**config.mk**
```make
export PLATFORM = sky130hd
export DESIGN_NAME = axi_lite_rd_arbiter_flat
export DESIGN_NICKNAME = d
export VERILOG_FILES = /design/src/rtl/axi_lite_rd_arbiter_if.sv /design/src/rtl/axi_lite_rd_arbiter.sv /design/src/flat_wrapper.sv
export SDC_FILE = /design/constraint.sdc
export NUM_CORES = 1
export LEC_CHECK = 0
export BUFFER_PORTS_ARGS = -buffer_cell sky130_fd_sc_hd__buf_2
export CAP_MARGIN = 40
export CORE_AREA = 2 2 119 121
export CTS_CLUSTER_SIZE = 14
export DETAILED_ROUTE_END_ITERATION = 10
export DIE_AREA = 0 0 121 123
export GPL_ROUTABILITY_DRIVEN = 0
export SETUP_SLACK_MARGIN = 0.15
export SLEW_MARGIN = 40
export SYNTH_ARGS = -nofsm -noshare
export SYNTH_HDL_FRONTEND = slang
export SYNTH_SLANG_ARGS = --single-unit
```
**constraint.sdc**
```tcl
create_clock -name clk -period 1.8 [get_ports clk]
set_input_delay 0.36 -clock clk [delete_from_list [all_inputs] [get_ports clk]]
set_output_delay 0.36 -clock clk [all_outputs]
set_load 0.01 [all_outputs]
```
**src/rtl/axi_lite_rd_arbiter_if.sv**
```systemverilog
`default_nettype none
// ============================================================================
// Module  : axi_lite_rd_arbiter_if
// Purpose : AXI-lite read-channel bundle (AR + R) shared by the arbiter ports.
// Revision: 1.0 - initial release
// ============================================================================
interface axi_lite_rd_arbiter_if #(
    parameter int ADDR_W = 32,
    parameter int DATA_W = 64
);
    logic              arvalid;
    logic [ADDR_W-1:0] araddr;
    logic              arready;
    logic              rvalid;
    logic [DATA_W-1:0] rdata;
    logic [1:0]        rresp;
    logic              rready;

    modport master (
        output arvalid, araddr, rready,
        input  arready, rvalid, rdata, rresp
    );

    modport slave (
        input  arvalid, araddr, rready,
        output arready, rvalid, rdata, rresp
    );
endinterface
`default_nettype wire

```
**src/rtl/axi_lite_rd_arbiter.sv**
```systemverilog
`default_nettype none
// ============================================================================
// Module  : axi_lite_rd_arbiter
// Purpose : Two-master (IFU=0, LSU=1) AXI-lite read arbiter, one outstanding
//           transaction. Define ARB_ROUND_ROBIN_EN for round-robin contention
//           resolution; otherwise LSU has fixed priority.
// Revision: 1.0 - initial release
// ============================================================================
module axi_lite_rd_arbiter #(
    parameter int ADDR_W = 32,
    parameter int DATA_W = 64
) (
    input  wire logic                   clk,
    input  wire logic                   rst,
    axi_lite_rd_arbiter_if.slave        ifu,
    axi_lite_rd_arbiter_if.slave        lsu,
    axi_lite_rd_arbiter_if.master       mem,
    output logic                        busy,
    output logic                        grant_id
);

    localparam logic [2:0] c_IDLE  = 3'd0;
    localparam logic [2:0] c_AR_IF = 3'd1;
    localparam logic [2:0] c_R_IF  = 3'd2;
    localparam logic [2:0] c_AR_LS = 3'd3;
    localparam logic [2:0] c_R_LS  = 3'd4;

    logic [2:0] r_state;
    logic [2:0] w_state_nxt;
    logic       w_pick_ls;

`ifdef ARB_ROUND_ROBIN_EN
    logic r_last_grant;

    // Under contention the master that did not win last time gets the port.
    always_comb begin
        if (ifu.arvalid && lsu.arvalid) begin
            w_pick_ls = ~r_last_grant;
        end else begin
            w_pick_ls = lsu.arvalid;
        end
    end

    always_ff @(posedge clk) begin
        if (rst) begin
            r_last_grant <= 1'b1;
        end else if ((r_state == c_IDLE) && (ifu.arvalid || lsu.arvalid)) begin
            r_last_grant <= w_pick_ls;
        end
    end
`else
    assign w_pick_ls = lsu.arvalid;
`endif

    always_comb begin
        w_state_nxt = r_state;
        case (r_state)
            c_IDLE: begin
                if (ifu.arvalid || lsu.arvalid) begin
                    w_state_nxt = w_pick_ls ? c_AR_LS : c_AR_IF;
                end
            end
            c_AR_IF: if (mem.arready) w_state_nxt = c_R_IF;
            c_R_IF:  if (mem.rvalid && ifu.rready) w_state_nxt = c_IDLE;
            c_AR_LS: if (mem.arready) w_state_nxt = c_R_LS;
            c_R_LS:  if (mem.rvalid && lsu.rready) w_state_nxt = c_IDLE;
            default: w_state_nxt = c_IDLE;
        endcase
    end

    always_ff @(posedge clk) begin
        if (rst) begin
            r_state <= c_IDLE;
        end else begin
            r_state <= w_state_nxt;
        end
    end

    // Pure state-driven routing; the non-granted side is parked at zero.
    always_comb begin
        mem.arvalid = 1'b0;
        mem.araddr  = {ADDR_W{1'b0}};
        mem.rready  = 1'b0;
        ifu.arready = 1'b0;
        ifu.rvalid  = 1'b0;
        ifu.rdata   = {DATA_W{1'b0}};
        ifu.rresp   = 2'b00;
        lsu.arready = 1'b0;
        lsu.rvalid  = 1'b0;
        lsu.rdata   = {DATA_W{1'b0}};
        lsu.rresp   = 2'b00;
        case (r_state)
            c_AR_IF: begin
                mem.arvalid = 1'b1;
                mem.araddr  = ifu.araddr;
                ifu.arready = mem.arready;
            end
            c_R_IF: begin
                mem.rready = ifu.rready;
                ifu.rvalid = mem.rvalid;
                ifu.rdata  = mem.rdata;
                ifu.rresp  = mem.rresp;
            end
            c_AR_LS: begin
                mem.arvalid = 1'b1;
                mem.araddr  = lsu.araddr;
                lsu.arready = mem.arready;
            end
            c_R_LS: begin
                mem.rready = lsu.rready;
                lsu.rvalid = mem.rvalid;
                lsu.rdata  = mem.rdata;
                lsu.rresp  = mem.rresp;
            end
            default: begin
            end
        endcase
    end

    assign busy     = (r_state != c_IDLE);
    assign grant_id = (r_state == c_AR_LS) || (r_state == c_R_LS);

endmodule
`default_nettype wire

```
**src/flat_wrapper.sv**
```systemverilog
// flat-port wrapper written by rule: the top's interface ports become plain ports
module axi_lite_rd_arbiter_flat 
#(
    parameter int ADDR_W = 32,
    parameter int DATA_W = 64
)
  (clk, rst, busy, grant_id, ifu_arvalid, ifu_araddr, ifu_rready, ifu_arready, ifu_rvalid, ifu_rdata, ifu_rresp, lsu_arvalid, lsu_araddr, lsu_rready, lsu_arready, lsu_rvalid, lsu_rdata, lsu_rresp, mem_arvalid, mem_araddr, mem_rready, mem_arready, mem_rvalid, mem_rdata, mem_rresp);
  axi_lite_rd_arbiter_if #(.ADDR_W(ADDR_W), .DATA_W(DATA_W)) ifu_i ();
  axi_lite_rd_arbiter_if #(.ADDR_W(ADDR_W), .DATA_W(DATA_W)) lsu_i ();
  axi_lite_rd_arbiter_if #(.ADDR_W(ADDR_W), .DATA_W(DATA_W)) mem_i ();
  input  wire logic clk;
  input  wire logic rst;
  output logic busy;
  output logic grant_id;
  input wire logic [$bits(ifu_i.arvalid)-1:0] ifu_arvalid;
  input wire logic [$bits(ifu_i.araddr)-1:0] ifu_araddr;
  input wire logic [$bits(ifu_i.rready)-1:0] ifu_rready;
  output wire logic [$bits(ifu_i.arready)-1:0] ifu_arready;
  output wire logic [$bits(ifu_i.rvalid)-1:0] ifu_rvalid;
  output wire logic [$bits(ifu_i.rdata)-1:0] ifu_rdata;
  output wire logic [$bits(ifu_i.rresp)-1:0] ifu_rresp;
  input wire logic [$bits(lsu_i.arvalid)-1:0] lsu_arvalid;
  input wire logic [$bits(lsu_i.araddr)-1:0] lsu_araddr;
  input wire logic [$bits(lsu_i.rready)-1:0] lsu_rready;
  output wire logic [$bits(lsu_i.arready)-1:0] lsu_arready;
  output wire logic [$bits(lsu_i.rvalid)-1:0] lsu_rvalid;
  output wire logic [$bits(lsu_i.rdata)-1:0] lsu_rdata;
  output wire logic [$bits(lsu_i.rresp)-1:0] lsu_rresp;
  output wire logic [$bits(mem_i.arvalid)-1:0] mem_arvalid;
  output wire logic [$bits(mem_i.araddr)-1:0] mem_araddr;
  output wire logic [$bits(mem_i.rready)-1:0] mem_rready;
  input wire logic [$bits(mem_i.arready)-1:0] mem_arready;
  input wire logic [$bits(mem_i.rvalid)-1:0] mem_rvalid;
  input wire logic [$bits(mem_i.rdata)-1:0] mem_rdata;
  input wire logic [$bits(mem_i.rresp)-1:0] mem_rresp;
  assign ifu_i.arvalid = ifu_arvalid;
  assign ifu_i.araddr = ifu_araddr;
  assign ifu_i.rready = ifu_rready;
  assign ifu_arready = ifu_i.arready;
  assign ifu_rvalid = ifu_i.rvalid;
  assign ifu_rdata = ifu_i.rdata;
  assign ifu_rresp = ifu_i.rresp;
  assign lsu_i.arvalid = lsu_arvalid;
  assign lsu_i.araddr = lsu_araddr;
  assign lsu_i.rready = lsu_rready;
  assign lsu_arready = lsu_i.arready;
  assign lsu_rvalid = lsu_i.rvalid;
  assign lsu_rdata = lsu_i.rdata;
  assign lsu_rresp = lsu_i.rresp;
  assign mem_arvalid = mem_i.arvalid;
  assign mem_araddr = mem_i.araddr;
  assign mem_rready = mem_i.rready;
  assign mem_i.arready = mem_arready;
  assign mem_i.rvalid = mem_rvalid;
  assign mem_i.rdata = mem_rdata;
  assign mem_i.rresp = mem_rresp;
  axi_lite_rd_arbiter #(.ADDR_W(ADDR_W), .DATA_W(DATA_W)) u_core (.clk(clk), .rst(rst), .ifu(ifu_i), .lsu(lsu_i), .mem(mem_i), .busy(busy), .grant_id(grant_id));
endmodule
```
Yosys cells after proc, flatten, opt, wreduce, memory -nomap -nowiden
Cells that the tools add are included.

storage, ports and cells
  register bits after elaboration = 3
  bits of input ports = 138
  output and inout bits = 172
  word-level logic and storage cells = 36

cells by class
  equality and inequality tests = 9
  mux-type cells = 18
  reduce and logical (&&, ||, !) cells = 8

operator list
  cell                                            count
  2-to-1 mux 64 bit                               2
  case mux 32 bit (2 select lines)                1
  2-to-1 mux 3 bit                                5
  case mux 3 bit (5 select lines)                 1
  == test 3 x 2 -> 1 bit (second input constant)  2
  2-to-1 mux 2 bit                                3
  != test 2 x 1 -> 1 bit (second input constant)  3
  2-to-1 mux 1 bit                                5
  AND reduction 5 bit                             1
  != test 2 bit (second input constant)           2
  == test 3 x 1 -> 1 bit (second input constant)  1
  == test 3 bit (second input constant)           1
  zero test 3 bit                                 1
  nonzero test 3 bit                              1
  logical AND 1 bit                               2
  logical OR 1 bit                                2
  case mux 1 bit (2 select lines)                 1
  OR reduction 2 bit                              1

Longest topological paths before layout
  word-level depth = 3
  mapped depth = 5
  depth with buffers taken out = 3

Worst setup path before layout
OpenSTA, ideal clock, no wires.

  kind = register to output
  from = register u_core.r_state[0]
  to = output ifu_rdata[44]
  arrival time = 1.163 ns
  data required time = 1.440 ns
  slack = 0.277 ns
  cell stages (with the launch flop) = 6
  buffers on the path = 3
  path through = dfxtp_1 > buf_2 > nor3b_2 > buf_4 > buf_4 > and2_1

on the way
  longest elaborated chain between the ends = 2

ends and longest elaborated chain
  item                      line                       RTL
  start: declaration        axi_lite_rd_arbiter.sv:28  logic [2:0] r_state;
  start signal: assignment  axi_lite_rd_arbiter.sv:73  r_state <= c_IDLE;
  start signal: assignment  axi_lite_rd_arbiter.sv:75  r_state <= w_state_nxt;
  == test 3 x 2 -> 1 bit    axi_lite_rd_arbiter.sv:92  case (r_state)
  2-to-1 mux 64 bit         axi_lite_rd_arbiter.sv:92
  end: declaration          flat_wrapper.sv:20         output wire logic [$bits(ifu_i.rdata)-1:0] ifu_rdata;

No other way between the ends.

Worst setup path in the final report
  from = register u_core.r_state[1]
  to = output ifu_rresp[1]

on the way
  longest elaborated chain between the ends = 2

ends and longest elaborated chain
  item                    line                       RTL
  == test 3 x 2 -> 1 bit  axi_lite_rd_arbiter.sv:92
  2-to-1 mux 2 bit        axi_lite_rd_arbiter.sv:92
  end: declaration        flat_wrapper.sv:21         output wire logic [$bits(ifu_i.rresp)-1:0] ifu_rresp;

No other way between the ends.

==> reports/results.tsv <==
metric	value	unit
syn_nets	384	
synth_most_common_cell	and2_1	
crit_arrival	1470	ps
drt_iter0_markers	144	
outcome	complete, but fails checks	
async_flop_share	0	%
synth_warnings	0	
cp-start-kind	flip-flop	
layout.nets	705	
max_freq	547	MHz
p_sw_share	38.9	%
ios	310	
hold_path.class	primary input to flip-flop	
vias	2896	
hold_depth	2	
seqPwrFrac	5.3	%
crit_type	flip-flop to output port	
synth.distinct_cells	23	
synth_area_per_cell	6.54	um^2
synth_largest_area_cell	and2_1	
worst_hold_slack	298	ps
fin_crit	1830	ps
initial_core_util	11.8	%
clock-sinks	3	
ys.flop_type	dfxtp_1	
rsz0062_at_grt	yes	
ys_top_cells_by_count	and2_1, nor2_1, mux2i_1	
grt_antenna_before_repair	2	
end_kind	output port	
power_per_cell_area	373	nW/um^2
reg2reg_from	u_core.r_state[0]	
switching_power	633	uW
layout-drive-gt1-share	71.7	%
crit_buf_inv	3	
clk_pin_slew_worst_paths	30	ps
cp_top_family	buffers and inverters	
synthTopCellsByArea	and2_1, mux2i_1, nor2_1	
ant_nets	0	
cp_max_fo	17	
cpPeakStageDelay	370	ps
synth_edf_count	0	
period_share	102	%
viasPerCell	3.87	
max_slew.worst_pin.slew	298	ps
maxSlewHeadroom	80.1	%
grt_pass1_vias	2345	
cts_buffer_depth	2	
hold_violations	0	
slew_viol_final	0	
violations	setup timing	
largest_reg_flops	3	
grt_max_degree	35	
netlist_area	1610	um^2
largest-register	u_core.r_state	
synthDominantCellAreaShare	52.1	%
r2r_slack	490	ps
cts_tree	built	
cp_data_required_time	1440	ps
grt_pass1_wl	13700	um
fp-row-count	43	
setup_viol	7	
p_leak	2.53	nW
ys_seq_area_share	3.74	%
port_buffers	309	
drv_cap	0	
clock_tree.root_cell	clkbuf_16	
cp_slowest_cell	dfxtp_4	
dr.pass1.iters	4	
final_area	4360	um^2
insertion_delay	220	ps
numCtsBuffers	3	
dp_hpwl	8120	um
htree_levels	1	
finalWirelength	11700	um
synth_cells	246	
crit_chain	nor3b_4, buf_4, clkbuf_16, and2_1, buf_2	
rr_worst_depth	4	
grt.overflow.total	0	
power_frac_clock	21.7	%
holdPathEnd	u_core.r_state[2]	
core	13600	um^2
die_x	121	um
pwr-share-comb	73.0	%
die_area	14900	um^2
p_int	993	uW
worst_slack	-29.5	ps
peakVddDrop	224	uV
r2r-end	u_core.r_state[1]	
cts_hold_buf	0	
finalClockSkew	0.678	ps
grt_use_total	12.3	%
post-route-drc-count	0	
worstHoldStart	rst	
yosys_register_bits	3	
wl_per_cell	15.6	um
fp.dieH	123	um
syn2layout_area_growth	171	%
place_area	3380	um^2
reg_top3	u_core.r_state: 3 flops	
[worst max path at each step]
stage | to | startpoint | cells past startpoint | slack (ps)
6_report | ifu_rresp[1] | u_core.r_state[1] | 5 | -30
5_1_grt | ifu_rresp[1] | u_core.r_state[1] | 5 | -70
4_1_cts | ifu_rdata[0] | u_core.r_state[1] | 5 | 8
3_5_place_dp | mem_rready | u_core.r_state[2] | 4 | 100
3_3_place_gp | mem_rready | u_core.r_state[2] | 4 | 150
2_1_floorplan | ifu_rdata[44] | u_core.r_state[0] | 5 | 280
[repair_timing]
item,4_1_cts,5_1_grt
setup endpoints to repair,170,171
pin swaps,12,17
buffers inserted,10,1
gates resized for setup,21,105
cloned,7,4
[cells by family (layout without fill, tap and decap cells)]
kind of cell           count (synthesis)  count (layout)  synth area share (%)
AOI/OAI and AO/OA                      7               7                  3.11
DFF                                    3               3                  3.74
muxes                                 33              33                  20.6
other                                  0               2                     0
and+or+nand+nor                      179             179                  65.2
buffers and inverters                 24             344                  7.31
[stage by stage]
| step | setup TNS (ps) | setup WS (ps) | util (%) | power, mW | instances |
|---|---|---|---|---|---|
| 6_report | -65.5 | -29.5 | 32.0 | 1.63 | 748 |
| 3_5_place_dp | 0 | 104 | 24.9 | 1.00 | 720 |
| 5_1_grt | -2280 | -69.6 | 32.0 | 1.73 | 748 |
| 4_1_cts | 0 | 7.85 | 27.9 | 1.51 | 741 |
| 3_3_place_gp | 0 | 153 | 24.9 | 1.00 | 720 |
| 2_1_floorplan | 0 | 277 | - | 0.562 | 246 |
[metal layers]
metal	global-route usage [%]	vias up	part of all wire, %
met5	0	-	0
li1	-	1416	-
met4	2.47	0	0.50
met1	15.7	1315	40
met2	21.8	158	51
met3	1.98	7	7.8
[final cells by class]
cell class / count / area (um^2)
Fill cell: 1452 / 9250
Multi-Input combinational cell: 219 / 1600
Inverter: 1 / 3.75
Clock buffer: 4 / 78.8
Sequential cell: 3 / 71.3
Tap cell: 180 / 225
Timing Repair Buffer: 339 / 2380
Antenna cell: 2 / 5.00
[cell usage in the layout, fill, tap and decap left out, drive strengths merged]
cell / count
a21boi: 1
a21oi: 2
a22o: 1
and2: 134
and4b: 1
buf: 335
clkbuf: 8
dfxtp: 3
diode: 2
inv: 1
mux2: 1
mux2i: 32
nand2: 3
nand2b: 2
nor2: 35
nor3b: 3
o21ai: 1
o21bai: 1
o221a: 1
or3: 1
[power groups by stage]
stage	combinational [mW]	sequential (mW)	clock [mW]
2_1_floorplan	0.483	0.0791	0
3_3_place_gp	0.910	0.0896	0
3_5_place_dp	0.911	0.0900	0
4_1_cts	1.06	0.0864	0.359
5_1_grt	1.27	0.0876	0.367
6_report	1.19	0.0859	0.353
(Power assumes the default switching activity.)
